==> src/rtl/ovi_issue_driver.sv <==
// ovi_issue_driver: streams a preloaded vector program to the vector core over
// the OVI issue interface. Up to MAX_OUTSTANDING issued-but-uncompleted
// instructions may be in flight. The block also serves core load/store
// petitions from a small data memory with a fixed response latency.
module ovi_issue_driver #(
  parameter int IMEM_DEPTH      = 64,
  parameter int INSTR_W         = 32,
  parameter int VL_W            = 15,
  parameter int SEW_W           = 3,
  parameter int MAX_OUTSTANDING = 4,
  parameter int DMEM_WORDS      = 16,
  parameter int DATA_W          = 32,
  parameter int MEM_LAT         = 6
) (
  input  logic                          CLK,
  input  logic                          RST,
  input  logic                          PROG_WE,
  input  logic [$clog2(IMEM_DEPTH)-1:0] PROG_ADDR,
  input  logic [INSTR_W-1:0]            PROG_DATA,
  input  logic [VL_W-1:0]               CFG_VL,
  input  logic [SEW_W-1:0]              CFG_SEW,
  input  logic                          START,
  input  logic                          CORE_HALT,
  output logic                          ISSUE_VALID,
  output logic [INSTR_W-1:0]            ISSUE_INSTR,
  output logic [4:0]                    ISSUE_OPND,
  output logic [VL_W-1:0]               ISSUE_VL,
  output logic [SEW_W-1:0]              ISSUE_SEW,
  output logic                          ISSUE_WB,
  input  logic                          COMPLETED_VALID,
  input  logic                          LS_LOAD_VALID,
  input  logic                          LS_STORE_VALID,
  input  logic [$clog2(DMEM_WORDS)-1:0] LS_ADDR,
  input  logic [DATA_W-1:0]             LS_STORE_DATA,
  output logic                          LS_MEM_READY,
  output logic                          LS_LOAD_DATA_VALID,
  output logic [DATA_W-1:0]             LS_LOAD_DATA,
  output logic [3:0]                    OUTSTANDING,
  output logic                          DONE,
  output logic                          PROTO_ERR
);

  localparam int IA = $clog2(IMEM_DEPTH);
  localparam int LW = $clog2(MEM_LAT + 1);
  localparam logic [3:0]    MAX_OUT = 4'(MAX_OUTSTANDING);
  localparam logic [IA-1:0] PC_LAST = IA'(IMEM_DEPTH - 1);

  typedef enum logic [1:0] {
    S_IDLE,
    S_ISSUE,
    S_DRAIN,
    S_DONE
  } state_t;

  logic [INSTR_W-1:0] imem [IMEM_DEPTH];
  logic [DATA_W-1:0]  dmem [DMEM_WORDS];

  state_t             state;
  logic [IA-1:0]      pc;
  logic [3:0]         outstanding;
  logic [VL_W-1:0]    vl_q;
  logic [SEW_W-1:0]   sew_q;
  logic               done_q;
  logic               proto_err_q;

  logic               ready_q;
  logic [LW-1:0]      lat_cnt;
  logic               pend_load;
  logic [DATA_W-1:0]  rd_q;
  logic               load_valid_q;
  logic [DATA_W-1:0]  load_data_q;

  // Issue side: everything the core sees is a direct decode of IMEM[PC].
  logic [INSTR_W-1:0] cur_instr;
  logic               instr_is_end;
  logic               issue_fire;
  logic               complete_ok;
  logic               complete_err;

  assign cur_instr    = imem[pc];
  assign instr_is_end = (cur_instr == '1);
  assign issue_fire   = (state == S_ISSUE) && !CORE_HALT &&
                        (outstanding < MAX_OUT) && !instr_is_end;
  assign complete_ok  = COMPLETED_VALID && (outstanding != 4'd0);
  assign complete_err = COMPLETED_VALID && (outstanding == 4'd0);

  assign ISSUE_VALID = issue_fire;
  assign ISSUE_INSTR = cur_instr;
  assign ISSUE_OPND  = cur_instr[19:15];
  assign ISSUE_VL    = vl_q;
  assign ISSUE_SEW   = sew_q;
  assign ISSUE_WB    = (cur_instr[14:12] == 3'b010) &&
                       (cur_instr[6:0] == 7'b1010111) &&
                       (cur_instr[31:26] != 6'd0);

  // Data side: a petition is taken only when idle and unambiguous.
  logic ls_any;
  logic ls_both;
  logic ls_accept;
  logic ls_err;

  assign ls_any    = LS_LOAD_VALID || LS_STORE_VALID;
  assign ls_both   = LS_LOAD_VALID && LS_STORE_VALID;
  assign ls_accept = ready_q && ls_any && !ls_both;
  assign ls_err    = ls_any && (!ready_q || ls_both);

  assign LS_MEM_READY       = ready_q;
  assign LS_LOAD_DATA_VALID = load_valid_q;
  assign LS_LOAD_DATA       = load_data_q;
  assign OUTSTANDING        = outstanding;
  assign DONE               = done_q;
  assign PROTO_ERR          = proto_err_q;

  // Program memory is writable only while idle.
  // NOTE: memories carry no reset; a program image must survive RST.
  always_ff @(posedge CLK) begin
    if (!RST && (state == S_IDLE) && PROG_WE) begin
      imem[PROG_ADDR] <= PROG_DATA;
    end
  end

  // Data memory store port; writes land in the acceptance cycle.
  always_ff @(posedge CLK) begin
    if (!RST && ls_accept && LS_STORE_VALID) begin
      dmem[LS_ADDR] <= LS_STORE_DATA;
    end
  end

  // Issue sequencer: program counter, outstanding count and latched config.
  // NOTE: non-blocking assignments so every register sees pre-edge values.
  always_ff @(posedge CLK) begin
    if (RST) begin
      state       <= S_IDLE;
      pc          <= '0;
      outstanding <= 4'd0;
      vl_q        <= '0;
      sew_q       <= '0;
      done_q      <= 1'b0;
    end else begin
      unique case ({issue_fire, complete_ok})
        2'b10:   outstanding <= outstanding + 4'd1;
        2'b01:   outstanding <= outstanding - 4'd1;
        default: outstanding <= outstanding;
      endcase

      unique case (state)
        S_IDLE, S_DONE: begin
          if (START) begin
            vl_q   <= CFG_VL;
            sew_q  <= CFG_SEW;
            pc     <= '0;
            done_q <= 1'b0;
            state  <= S_ISSUE;
          end
        end
        S_ISSUE: begin
          if (instr_is_end) begin
            state <= S_DRAIN;
          end else if (issue_fire) begin
            pc <= pc + IA'(1);
            if (pc == PC_LAST) state <= S_DRAIN;
          end
        end
        S_DRAIN: begin
          if (outstanding == 4'd0) begin
            state  <= S_DONE;
            done_q <= 1'b1;
          end
        end
        default: state <= S_IDLE;
      endcase
    end
  end

  // Load/store latency engine and sticky protocol-error flag.
  always_ff @(posedge CLK) begin
    if (RST) begin
      ready_q      <= 1'b1;
      lat_cnt      <= '0;
      pend_load    <= 1'b0;
      rd_q         <= '0;
      load_valid_q <= 1'b0;
      load_data_q  <= '0;
      proto_err_q  <= 1'b0;
    end else begin
      load_valid_q <= 1'b0;
      if (ls_err || complete_err) proto_err_q <= 1'b1;

      if (ls_accept) begin
        ready_q   <= 1'b0;
        lat_cnt   <= LW'(MEM_LAT - 1);
        pend_load <= LS_LOAD_VALID;
        rd_q      <= dmem[LS_ADDR];
      end else if (!ready_q) begin
        if (lat_cnt == LW'(1)) begin
          ready_q   <= 1'b1;
          lat_cnt   <= '0;
          pend_load <= 1'b0;
          if (pend_load) begin
            load_valid_q <= 1'b1;
            load_data_q  <= rd_q;
          end
        end else begin
          lat_cnt <= lat_cnt - LW'(1);
        end
      end
    end
  end

endmodule
==> config.mk <==
export PLATFORM = sky130hd
export DESIGN_NAME = ovi_issue_driver
export DESIGN_NICKNAME = d
export VERILOG_FILES = /design/src/rtl/ovi_issue_driver.sv
export SDC_FILE = /design/constraint.sdc
export NUM_CORES = 2
export LEC_CHECK = 0
export BUFFER_PORTS_ARGS = -buffer_cell sky130_fd_sc_hd__buf_2
export CAP_MARGIN = 5
export CORE_UTILIZATION = 55
export CTS_CLUSTER_SIZE = 30
export DETAILED_ROUTE_END_ITERATION = 7
export PLACE_DENSITY = 0.67
export SLEW_MARGIN = 25
export SYNTH_ARGS = -nofsm -noshare
export SYNTH_HDL_FRONTEND = slang
export SYNTH_SLANG_ARGS = --single-unit
export TNS_END_PERCENT = 5
==> constraint.sdc <==
create_clock -name CLK -period 6.8 [get_ports CLK]
set_input_delay 1.36 -clock CLK [delete_from_list [all_inputs] [get_ports CLK]]
set_output_delay 1.36 -clock CLK [all_outputs]
set_load 0.02 [all_outputs]
==> metrics.md <==
| Metric | Value |
|---|---|
| Status | `finished, final reports clean` |
| Vias | `52400` |
| Site Rows | `158` |
| Critical path endpoint category | `output port` |
| Post-Syn Area per Cell | `21.9 um2` |
| Drt wl/cell | `36.8 um` |
| Count of cell types in the netlist | `91` |
| Leak | `35.9 nW` |
| Number of synthesized flops with an enable pin | `2560` |
| Port Buffers | `196` |
| Synth Instances | `4675` |
| Tmin final | `6670 ps` |
| Layout cells sized above 1 | `0.286` |
| GPL Wtd Cong | `0.920` |
| # Post-CTS Setup Buffers | `0` |
| Critical path's slowest cell | `nor4_2` |
| Total GRT Usage | `0.307` |
| Final Cycle Share | `0.982` |
| Placed wire-length estimate | `164 mm` |
| H-tree depth | `5` |
| Critical path, cell by cell | `buf_12 -> mux4_2 -> a22oi_1 -> a21oi_1 -> nor4_2 -> inv_1 -> nand4b_1 -> nor4_4 -> a21boi_4 -> buf_2` |
| CTS Sinks | `2668` |
| WL final | `285 mm` |
| Num CTS Buffers | `283` |
| Cell area after synthesis | `102000 um2` |
| DRT iter0 DRCs | `8276` |
| Largest stage delay, worst path | `770 ps` |
| Vias in the first global route | `51700` |
| Post-Place Setup Slack | `1170 ps` |
| Slew margin rel. | `0.232` |
| Final Hold Fails | `0` |
| Total Neg Setup Slack | `0 ps` |
| Drt first pass iters | `5` |
| Seq cells post-synth | `2668` |
| Post-synth top flop | `edfxtp_1` |
| Initial core utilization | `0.553` |
| Slew Limit Fails | `0` |
| Clock Latency Late Sink | `910 ps` |
| Post_cts resized | `0` |
| Ports | `197` |
| CP Launch Type | `flip-flop` |
| Least-Margin Pin Slew | `1150 ps` |
| Max IR drop VDD | `0.000260 V` |
| Setup skew after layout | `53.1 ps` |
| Yosys warns | `0` |
| Grt ovf | `0` |
| Setup CP Type | `flip-flop to output port` |
| Post-route ant nets | `0` |
| Worst path required time | `5440 ps` |
| Nets | `5190` |
| Max Root-Sink Buffers | `4` |
| Asr flop ratio synth | `0` |
| Overall die width | `434 um` |
| Number of antenna violations at the first check in global routing | `27` |
| F_max | `0.150 GHz` |
| CTS hold repair buffers | `0` |
| TritonCTS clock tree | `yes` |
| Final setup viols | `0` |
| PnR worst setup slack | `125 ps` |
| Root buffer cell | `clkbuf_16` |
| Die footprint | `188000 um2` |
| Unrepaired setup endpoints after global routing | `no` |
| Post-route DRC | `0` |
| Critical Path AT | `5310 ps` |
| CP max FO | `45` |
| Seq/Total Area, Yosys | `0.772` |
| Die H | `434 um` |
| Pwr Density | `294 nW/um2` |
| Core Area | `185000 um2` |
| Vias/cell | `6.75` |
| First-pass GRT wire length | `398 mm` |
| Min-Delay Path Class | `flip-flop to flip-flop` |
| Syn nets | `4786` |
| Layout area overhead | `13.2%` |
| Max Cap Violations | `0` |
| Clock Pin Slew Worst Setup and Hold Paths | `60 ps` |
| Largest net degree at the start of global routing | `80` |
[synth_stat cells (13+ instances only)]
master | n | area share
a21oi_1 | 113 | 0.0055
a221oi_1 | 17 | 0.0015
a22o_1 | 41 | 0.0035
a22oi_1 | 120 | 0.0088
a31oi_1 | 15 | 0.00092
buf_1 | 18 | 0.00066
buf_12 | 13 | 0.0025
buf_2 | 48 | 0.0023
buf_4 | 42 | 0.0031
buf_6 | 26 | 0.0029
buf_8 | 15 | 0.0022
clkbuf_1 | 96 | 0.0035
dfxtp_1 | 108 | 0.021
edfxtp_1 | 2560 | 0.75
inv_1 | 19 | 0.00070
mux2_2 | 25 | 0.0027
mux2i_1 | 150 | 0.015
mux4_1 | 21 | 0.0054
mux4_2 | 611 | 0.13
nand2_1 | 174 | 0.0064
nand2b_1 | 13 | 0.00079
nand3_1 | 35 | 0.0017
nand4_1 | 17 | 0.0010
nor2_1 | 128 | 0.0047
nor2b_1 | 19 | 0.0012
nor3_1 | 15 | 0.00073
o21ai_0 | 21 | 0.0010
o22ai_1 | 23 | 0.0014
[registers in the layout, indices dropped and copies added (netlist names), named ones only]
register,count
OUTSTANDING,4
LS_MEM_READY,1
pend_load,1
PROTO_ERR,1
state,2
LS_LOAD_DATA_VALID,1
ISSUE_VL,15
DONE,1
dmem,512
imem,2048
rd_q,32
lat_cnt,3
LS_LOAD_DATA,32
pc,6
ISSUE_SEW,3
[power breakdown]
group,switching [W],internal [W],leakage (nW)
clock,0.00607,0.00846,4.19
combinational,0.000919,0.000506,7.79
sequential,0.0000662,0.0181,23.9
[cell type report]
| class | instances | area [um2] |
|---|---|---|
| clock inverters | 109 | 871 |
| clock buffers | 373 | 7700 |
| multi-input cells | 1721 | 22200 |
| flip-flops and latches | 2668 | 79100 |
| well taps | 2480 | 3100 |
| diodes | 10 | 25.0 |
| fillers | 12500 | 69300 |
| inverters | 21 | 78.8 |
| repair buffers | 384 | 2960 |
[logic make-up (layout without fill, tap and decap cells)]
group | count (synthesis) | count (layout) | synth area share
buf+inv | 286 | 887 | 0.0185
xor+xnor | 4 | 4 | 0.000342
compound gates | 415 | 415 | 0.0284
mux | 807 | 807 | 0.157
other cells | 0 | 10 | 0
simple gates | 483 | 483 | 0.0227
flops | 2668 | 2668 | 0.772
fa+ha+maj | 12 | 12 | 0.00151
[final timing paths]
path / startpoint / endpoint / slack, ps / cells after the start
setup / recovery: flip-flop / ISSUE_VALID / 130 / 10
hold / removal: LS_LOAD_DATA[20]$_SDFFE_PP0P_ / LS_LOAD_DATA[20]$_SDFFE_PP0P_ / 450 / 2
setup reg to reg: flip-flop / OUTSTANDING[3]$_SDFFE_PP0P_ / 1050 / 17
hold reg to reg: LS_LOAD_DATA[20]$_SDFFE_PP0P_ / LS_LOAD_DATA[20]$_SDFFE_PP0P_ / 450 / 2
[critical path: cells and delay by family, from the launching register on]
family / cells / cell delay, ps
compound gates: 3 / 1070
buf+inv: 3 / 800
flops: 1 / 760
mux: 1 / 570
simple gates: 3 / 1050
[layout by cell type, fill, tap and decap left out, drive strengths merged, types with 13 or more instances in the layout]
cell,n
nor4,13
a221oi,21
clkinv,89
dfxtp,108
a31oi,15
mux2i,150
bufinv,14
nand3,35
o21ai,25
o22ai,23
mux2,25
nor2b,19
nor3,16
buf,384
clkbuf,373
inv,22
nand4,18
mux4,632
nand2,175
a21oi,113
a22oi,120
nand2b,13
a22o,41
nor2,129
edfxtp,2560
[per-layer routing]
metal | GRT usage | vias up | part of all wire
met4 | 0.128 | 32 | 0.046
met3 | 0.0650 | 639 | 0.11
li1 | - | 20500 | -
met2 | 0.485 | 3440 | 0.48
met1 | 0.421 | 27800 | 0.37
met5 | 0 | - | 0.00070
[metrics by stage]
step,hold slack [ps],cells,power (W),area (um2),utilization
3_3_place_gp,438,7268,0.0199,107000,0.578
5_1_grt,477,7762,0.0349,116000,0.626
6_report,454,7766,0.0341,116000,0.626
3_5_place_dp,447,7272,0.0199,107000,0.579
2_1_floorplan,432,4675,0.0193,102000,-
4_1_cts,455,7754,0.0343,116000,0.625
No activity file was read; power rests on OpenSTA's default activity.
